$ cat config.mk
export PLATFORM = sky130hd
export DESIGN_NAME = audio_prefetch_ctrl
export DESIGN_NICKNAME = d
export VERILOG_FILES = /design/src/rtl/audio_prefetch_ctrl.sv
export SDC_FILE = /design/constraint.sdc
export NUM_CORES = 1
export LEC_CHECK = 0
export CORE_MARGIN = 10
export CORE_UTILIZATION = 46
export CTS_CLUSTER_SIZE = 8
export DETAILED_ROUTE_END_ITERATION = 7
export GPL_ROUTABILITY_DRIVEN = 0
export GPL_TIMING_DRIVEN = 0
export SYNTH_ARGS = -nofsm -noshare
export SYNTH_HDL_FRONTEND = slang
export SYNTH_SLANG_ARGS = --single-unit
$ cat constraint.sdc
create_clock -name clk -period 7.1 [get_ports clk]
set_input_delay 1.775 -clock clk [delete_from_list [all_inputs] [get_ports clk]]
set_output_delay 1.775 -clock clk [all_outputs]
set_load 0.01 [all_outputs]
$ cat src/rtl/audio_prefetch_ctrl.sv
// rtl/audio_prefetch_ctrl.sv - SDRAM-to-I2S audio sample prefetcher with watermark refill
module audio_prefetch_ctrl #(
    parameter int FIFO_DEPTH = 16,
    parameter int LOW_WATER  = 8
) (
    input  logic        clk,
    input  logic        reset_n,
    input  logic        start,
    input  logic        stop,
    input  logic [24:0] base_addr,
    input  logic [24:0] length,
    input  logic        loop,
    output logic        bus_read,
    output logic [24:0] bus_addr,
    input  logic        bus_ac,
    input  logic [15:0] bus_rddata,
    input  logic        sample_req,
    output logic [15:0] sample_data,
    output logic        sample_valid,
    output logic        busy,
    output logic        done,
    output logic        underrun
);
    localparam int AW = $clog2(FIFO_DEPTH);
    localparam int CW = AW + 1;
    localparam logic [CW-1:0] DEPTH_C = CW'(FIFO_DEPTH);
    localparam logic [CW-1:0] LOW_C   = CW'(LOW_WATER);

    typedef enum logic [2:0] {
        S_IDLE, S_ISSUE, S_GAP, S_HOLD, S_DRAIN, S_ABORT
    } state_t;

    state_t        state_q, state_d;
    logic [24:0]   base_q, len_q, addr_q, rem_q;
    logic          loop_q;
    logic [15:0]   fifo_mem [FIFO_DEPTH];
    logic [AW-1:0] wr_ptr, rd_ptr;
    logic [CW-1:0] count;
    logic          push, pop, flush, load, reload, done_set, start_ok;

    // A start landing on the done cycle is treated as part of the finishing stream.
    assign start_ok = (state_q == S_IDLE) && start && !done;
    assign pop      = sample_req && (count != '0);
    assign bus_read = (state_q == S_ISSUE) || (state_q == S_ABORT);
    assign bus_addr = addr_q;
    assign busy     = (state_q != S_IDLE);

    always_comb begin
        state_d  = state_q;
        push     = 1'b0;
        flush    = 1'b0;
        load     = 1'b0;
        reload   = 1'b0;
        done_set = 1'b0;
        unique case (state_q)
            S_IDLE: begin
                if (start_ok) begin
                    load  = 1'b1;
                    flush = 1'b1;
                    if (length == '0) done_set = 1'b1;
                    else              state_d  = S_ISSUE;
                end
            end
            S_ISSUE: begin
                // A stop that coincides with the acknowledge needs no abort wait.
                if (stop) begin
                    if (bus_ac) begin
                        flush   = 1'b1;
                        state_d = S_IDLE;
                    end else begin
                        state_d = S_ABORT;
                    end
                end else if (bus_ac) begin
                    push    = 1'b1;
                    state_d = S_GAP;
                end
            end
            S_GAP: begin
                if (stop) begin
                    flush   = 1'b1;
                    state_d = S_IDLE;
                end else if (rem_q == '0 && !loop_q) begin
                    state_d = S_DRAIN;
                end else begin
                    reload  = (rem_q == '0);
                    state_d = (count < DEPTH_C) ? S_ISSUE : S_HOLD;
                end
            end
            S_HOLD: begin
                if (stop) begin
                    flush   = 1'b1;
                    state_d = S_IDLE;
                end else if (count <= LOW_C) begin
                    state_d = S_ISSUE;
                end
            end
            S_DRAIN: begin
                if (stop) begin
                    flush   = 1'b1;
                    state_d = S_IDLE;
                end else if (count == '0) begin
                    done_set = 1'b1;
                    state_d  = S_IDLE;
                end
            end
            S_ABORT: begin
                if (bus_ac) begin
                    flush   = 1'b1;
                    state_d = S_IDLE;
                end
            end
            default: state_d = S_IDLE;
        endcase
    end

    always_ff @(posedge clk or negedge reset_n) begin
        if (!reset_n) begin
            state_q <= S_IDLE;
            base_q  <= '0;
            len_q   <= '0;
            loop_q  <= 1'b0;
            addr_q  <= '0;
            rem_q   <= '0;
            done    <= 1'b0;
        end else begin
            state_q <= state_d;
            done    <= done_set;
            if (load) begin
                base_q <= base_addr;
                len_q  <= length;
                loop_q <= loop;
                addr_q <= base_addr;
                rem_q  <= length;
            end else if (push) begin
                addr_q <= addr_q + 25'd1;
                rem_q  <= rem_q - 25'd1;
            end else if (reload) begin
                addr_q <= base_q;
                rem_q  <= len_q;
            end
        end
    end

    always_ff @(posedge clk) begin
        if (push) fifo_mem[wr_ptr] <= bus_rddata;
    end

    always_ff @(posedge clk or negedge reset_n) begin
        if (!reset_n) begin
            wr_ptr <= '0;
            rd_ptr <= '0;
            count  <= '0;
        end else if (flush) begin
            wr_ptr <= '0;
            rd_ptr <= '0;
            count  <= '0;
        end else begin
            if (push) wr_ptr <= wr_ptr + 1'b1;
            if (pop)  rd_ptr <= rd_ptr + 1'b1;
            unique case ({push, pop})
                2'b10:   count <= count + 1'b1;
                2'b01:   count <= count - 1'b1;
                default: count <= count;
            endcase
        end
    end

    // Sample side runs regardless of FSM state; an empty FIFO answers with silence.
    always_ff @(posedge clk or negedge reset_n) begin
        if (!reset_n) begin
            sample_data  <= '0;
            sample_valid <= 1'b0;
            underrun     <= 1'b0;
        end else begin
            sample_valid <= sample_req;
            if (sample_req) sample_data <= pop ? fifo_mem[rd_ptr] : 16'h0000;
            if (start_ok) underrun <= 1'b0;
            else if (sample_req && count == '0 && busy) underrun <= 1'b1;
        end
    end
endmodule

==> reports/results.env <==
CP-END-KIND='flop'
FIRST_GLOBAL_VIAS=11410
DRIVE_GT1_SHARE_PCT=13.27
TOTAL_NUMBER_OF_H_TREE_LEVELS=2
FIN_TOTAL_PWR_mW=7.891
WORST_SKEW_PAIR.LATE_LATENCY_NS=0.59
POST_CTS_RESIZE_COUNT=0
ROUTE.MET3.WL_UM=3951
DOMINANT_COMBINATIONAL_CELL_FAMILY_BY_AREA_AFTER_SYNTHESIS='multiplexers'
PLACEMENT.IO_BUFFERS=118
YS_WARN_COUNT=0
SYNTH.LARGEST_AREA_CELL='sky130_fd_sc_hd__edfxtp_1'
WORSTMARGINPINSLEW_NS=1.281
ROOT_BUFFER='sky130_fd_sc_hd__clkbuf_16'
HOLD_PATH_CLASS='reg -> reg'
WORST_HOLD_STARTPOINT='base_q[17]'
FINAL.MIN_CLOCK_PERIOD_NS=4.779
SYN-MEAN-INSTANCE-AREA_SQ_UM=14.17
KIND_OF_START_POINT_OF_THE_CRITICAL_PATH='primary input'
CTS-ROOT-TO-SINK-BUFFERS=3
POWER.DENSITY_mW_PER_MM2=389.9
SYNTH-COMPOUND-AREA-SHARE_PCT=8.712
PATH_MAX_FANOUT=16
GRT.OVERFLOW.TOTAL=0
POST-SYNTH-TOP-COUNT-CELL='sky130_fd_sc_hd__edfxtp_1'
SYNTHESIS.INSTANCES=1193
YOSYS_MOST_USED_DFF='sky130_fd_sc_hd__edfxtp_1'
FINISH.NET_COUNT=1451
CRIT_REQUIRED_NS=7.29
POSTROUTEANTENNANETS=0
STARTING_DRC_COUNT_IN_DETAILED_ROUTING=1139
CLK_PIN_SLEW_NS=0.05
PERIOD_SHARE_PCT=67.30
DR_WL_MET2_UM=22690
PEAK_FREQ_MHz=209.3
VIA_COUNT_OF_THE_ROUTED_DESIGN=11230
PLACED_AREA_SQ_MM=0.01870
LEAKAGE_nW=7.292
POST_SYNTHESIS_SIMPLE_GATE_AREA_FRACTION_PCT=10.53
SYNTH.FF_LATCH_COUNT=392
GRT_MAX_DEGREE=75
AVGROUTEDWIREPERCELL_UM=26.04
CTS_INSERTED_BUFFERS=54
SYNTH_TOP_AREA_SHARE_PCT=45.48
POWER.IR.VDD_WORST_mV=0.2125
CORE_AR_SQ_MM=0.03643
CRITPATHARRIVALTIME_NS=4.97
SYNTHTOLAYOUTAREAGROWTH_PCT=19.74
HOLD_DEPTH=2
FLOORPLAN.DIE_AREA_SQ_MM=0.04481
FF2FF_PATH_DEPTH=7
SLEW_HEADROOM_PCT=14.61
POSTCTSSETUPREPAIRBUFS=0
WORST-R2R-SETUP-SLACK_NS=3.54
TIMING.RR.START='state_q[0]'
HOLD-PATH-ENDPOINT='base_q[17]'
MAXIMUM_CLOCK_SKEW_AT_FINAL_LAYOUT_NS=0.01485
YS_SEQ_AREA_SHARE_PCT=65.61
SYN-CELL-AREA_SQ_MM=0.01690
MAXSLEWVIOLCOUNT=0
YOSYS-TOP-CELLS-COUNT='sky130_fd_sc_hd__edfxtp_1, sky130_fd_sc_hd__nand2_1, sky130_fd_sc_hd__dfrtp_1, sky130_fd_sc_hd__mux4_2, sky130_fd_sc_hd__o21ai_0'
GLOBAL_ROUTE.USAGE.TOTAL_PCT=21.89
SYNTH_XOR_XNOR_AREA_SHARE_PCT=0.5699
SYNTH.AREA.MUX_SHARE_PCT=11.18
TOP_LAYER_USED='met4'
DP.FINAL_HPWL_UM=30760
GRT_ANTENNA_BEFORE_REPAIR=1
CHIPHEIGHT_UM=211.7
SYNTH.LIB_CELLS_USED.DISTINCT=68
SYN_NETS=1276
POSTCTSHOLDBUFS=0
GRT_FIRST_PASS_WIRELENGTH_UM=72700
INITIAL_UTILIZATION_PCT=46.39
DRV.MAX_CAP_VIOLATION_COUNT=0
POST_DRT_VIA_CELL_RATIO=6.004
SYNTH_AREA_LEADERS='sky130_fd_sc_hd__edfxtp_1, sky130_fd_sc_hd__dfrtp_1, sky130_fd_sc_hd__mux4_2'
DRC=0
SYNTH_FA_HA_AREA_SHARE_PCT=0.7402
SYNTH_ASYNC_SR_FLOP_SHARE_PCT=34.69
CTS_NUM_SINKS=392
POST_SYNTH_EDFFS=256
CRITICALPATHCATEGORY='in -> reg'
DIE_W_UM=211.7
FINISH.INSTANCE_AREA_SQ_MM=0.02024
SETUP_REPAIR_AFTER_GLOBAL_ROUTING_MISSED_ITS_MARGIN='false'
WIRELENGTH_MET1_UM=20400
RR_ENDPOINT='fifo_mem[14][5]'
NUM_IO_PINS=119
FINAL-HOLD-VIOLATION-COUNT=0
NUMBER_OF_PLACEMENT_ROWS=70
SETUP_VIOLATIONS=0
ROUTE.FINAL.WIRE_LENGTH_UM=48710
DRT_PRE_ANTENNA_ITERS=5
TRITONCTS_CLOCK_TREE='built'
RUN_STATUS='complete, no violations'
layout by cell type (no fill, tap or decap), types with 15 or more instances in the layout:
master	instances
sky130_fd_sc_hd__a21oi_1	37
sky130_fd_sc_hd__o21ai_0	67
sky130_fd_sc_hd__nor2_1	45
sky130_fd_sc_hd__clkdlybuf4s50_1	117
sky130_fd_sc_hd__nand2_1	189
sky130_fd_sc_hd__mux4_2	80
sky130_fd_sc_hd__nand3_1	15
sky130_fd_sc_hd__nor3_1	28
sky130_fd_sc_hd__and2_1	16
sky130_fd_sc_hd__clkbuf_16	54
sky130_fd_sc_hd__edfxtp_1	256
sky130_fd_sc_hd__dfrtp_1	136
sky130_fd_sc_hd__clkbuf_1	74
sky130_fd_sc_hd__nor4_1	15
sky130_fd_sc_hd__buf_2	18
sky130_fd_sc_hd__and3_1	16
sky130_fd_sc_hd__inv_1	32
state kept, by name (all words and copies together) (netlist names):
| name | cells |
|---|---|
| rem_q | 25 |
| rd_ptr | 4 |
| sample_data | 16 |
| count | 5 |
| state_q | 3 |
| underrun | 1 |
| sample_valid | 1 |
| loop_q | 1 |
| bus_addr | 25 |
| len_q | 25 |
| base_q | 25 |
| fifo_mem | 256 |
| wr_ptr | 4 |
| done | 1 |
metal layers:
metal,up-vias,track usage [%]
met5,-,0
met4,0,9.150
met3,98,4.289
met2,518,33.84
met1,5669,29.80
li1,4949,-
cell type report:
type	count	area [sq um]
repair buffers	119	1210
plain buffers	72	330.3
well taps	468	585.6
clock inverters	2	60.06
diodes	1	2.502
clock buffers	88	1479
multi-input cells	697	5363
inverters	32	120.1
fillers	2969	16190
flip-flops and latches	392	11090
kinds of logic (layout without fill, tap and decap cells):
group | Yosys count | count (layout)
AO/OA/AOI/OAI | 218 | 218
XOR/XNOR | 11 | 11
adder cells (fa/ha/maj) | 10 | 10
buffers and inverters | 104 | 313
flip-flops | 392 | 392
multiplexers | 88 | 88
other | 0 | 1
AND/OR/NAND/NOR | 370 | 370
critical path, cell delays in order:
cell	delay, ns
sky130_fd_sc_hd__clkdlybuf4s50_1	0.55
sky130_fd_sc_hd__nor2_1	0.32
sky130_fd_sc_hd__and3_1	0.19
sky130_fd_sc_hd__buf_2	0.26
sky130_fd_sc_hd__buf_2	0.38
sky130_fd_sc_hd__buf_2	0.38
sky130_fd_sc_hd__and4_1	1.11
report_power, final:
part	total (mW)	switching [mW]	internal, mW	leakage (nW)
clock network	2.36	0.956	1.41	0.728
logic	2.41	1.36	1.06	2.57
registers	3.12	0.308	2.81	3.99
total	7.89	2.62	5.27	7.29
through the flow:
| stage | setup slack [ns] | hold WS, ns | std cells | utilization (%) | TNS, ns |
|---|---|---|---|---|---|
| after floorplan | 3.375 | 0.4338 | 1193 | - | 0 |
| after global placement | -2.001 | 0.4477 | 1779 | 51.24 | -270.10 |
| after detailed placement | 1.702 | 0.4550 | 1780 | 51.32 | 0 |
| after CTS | 2.310 | 0.4669 | 1870 | 55.55 | 0 |
| after global routing | 2.166 | 0.4893 | 1871 | 55.55 | 0 |
| final | 2.321 | 0.4685 | 1871 | 55.55 | 0 |
how the worst max path moves through the flow:
stage | startpoint | endpoint | cells after the start
4_1_cts | stop | fifo_mem[14][11] | 7
2_1_floorplan | stop | count[4] | 10
3_3_place_gp | reset_n | sample_data[1] | 1
5_1_grt | stop | fifo_mem[14][5] | 7
3_5_place_dp | stop | fifo_mem[14][8] | 7
6_report | stop | fifo_mem[14][5] | 7
(Power assumes the default switching activity.)
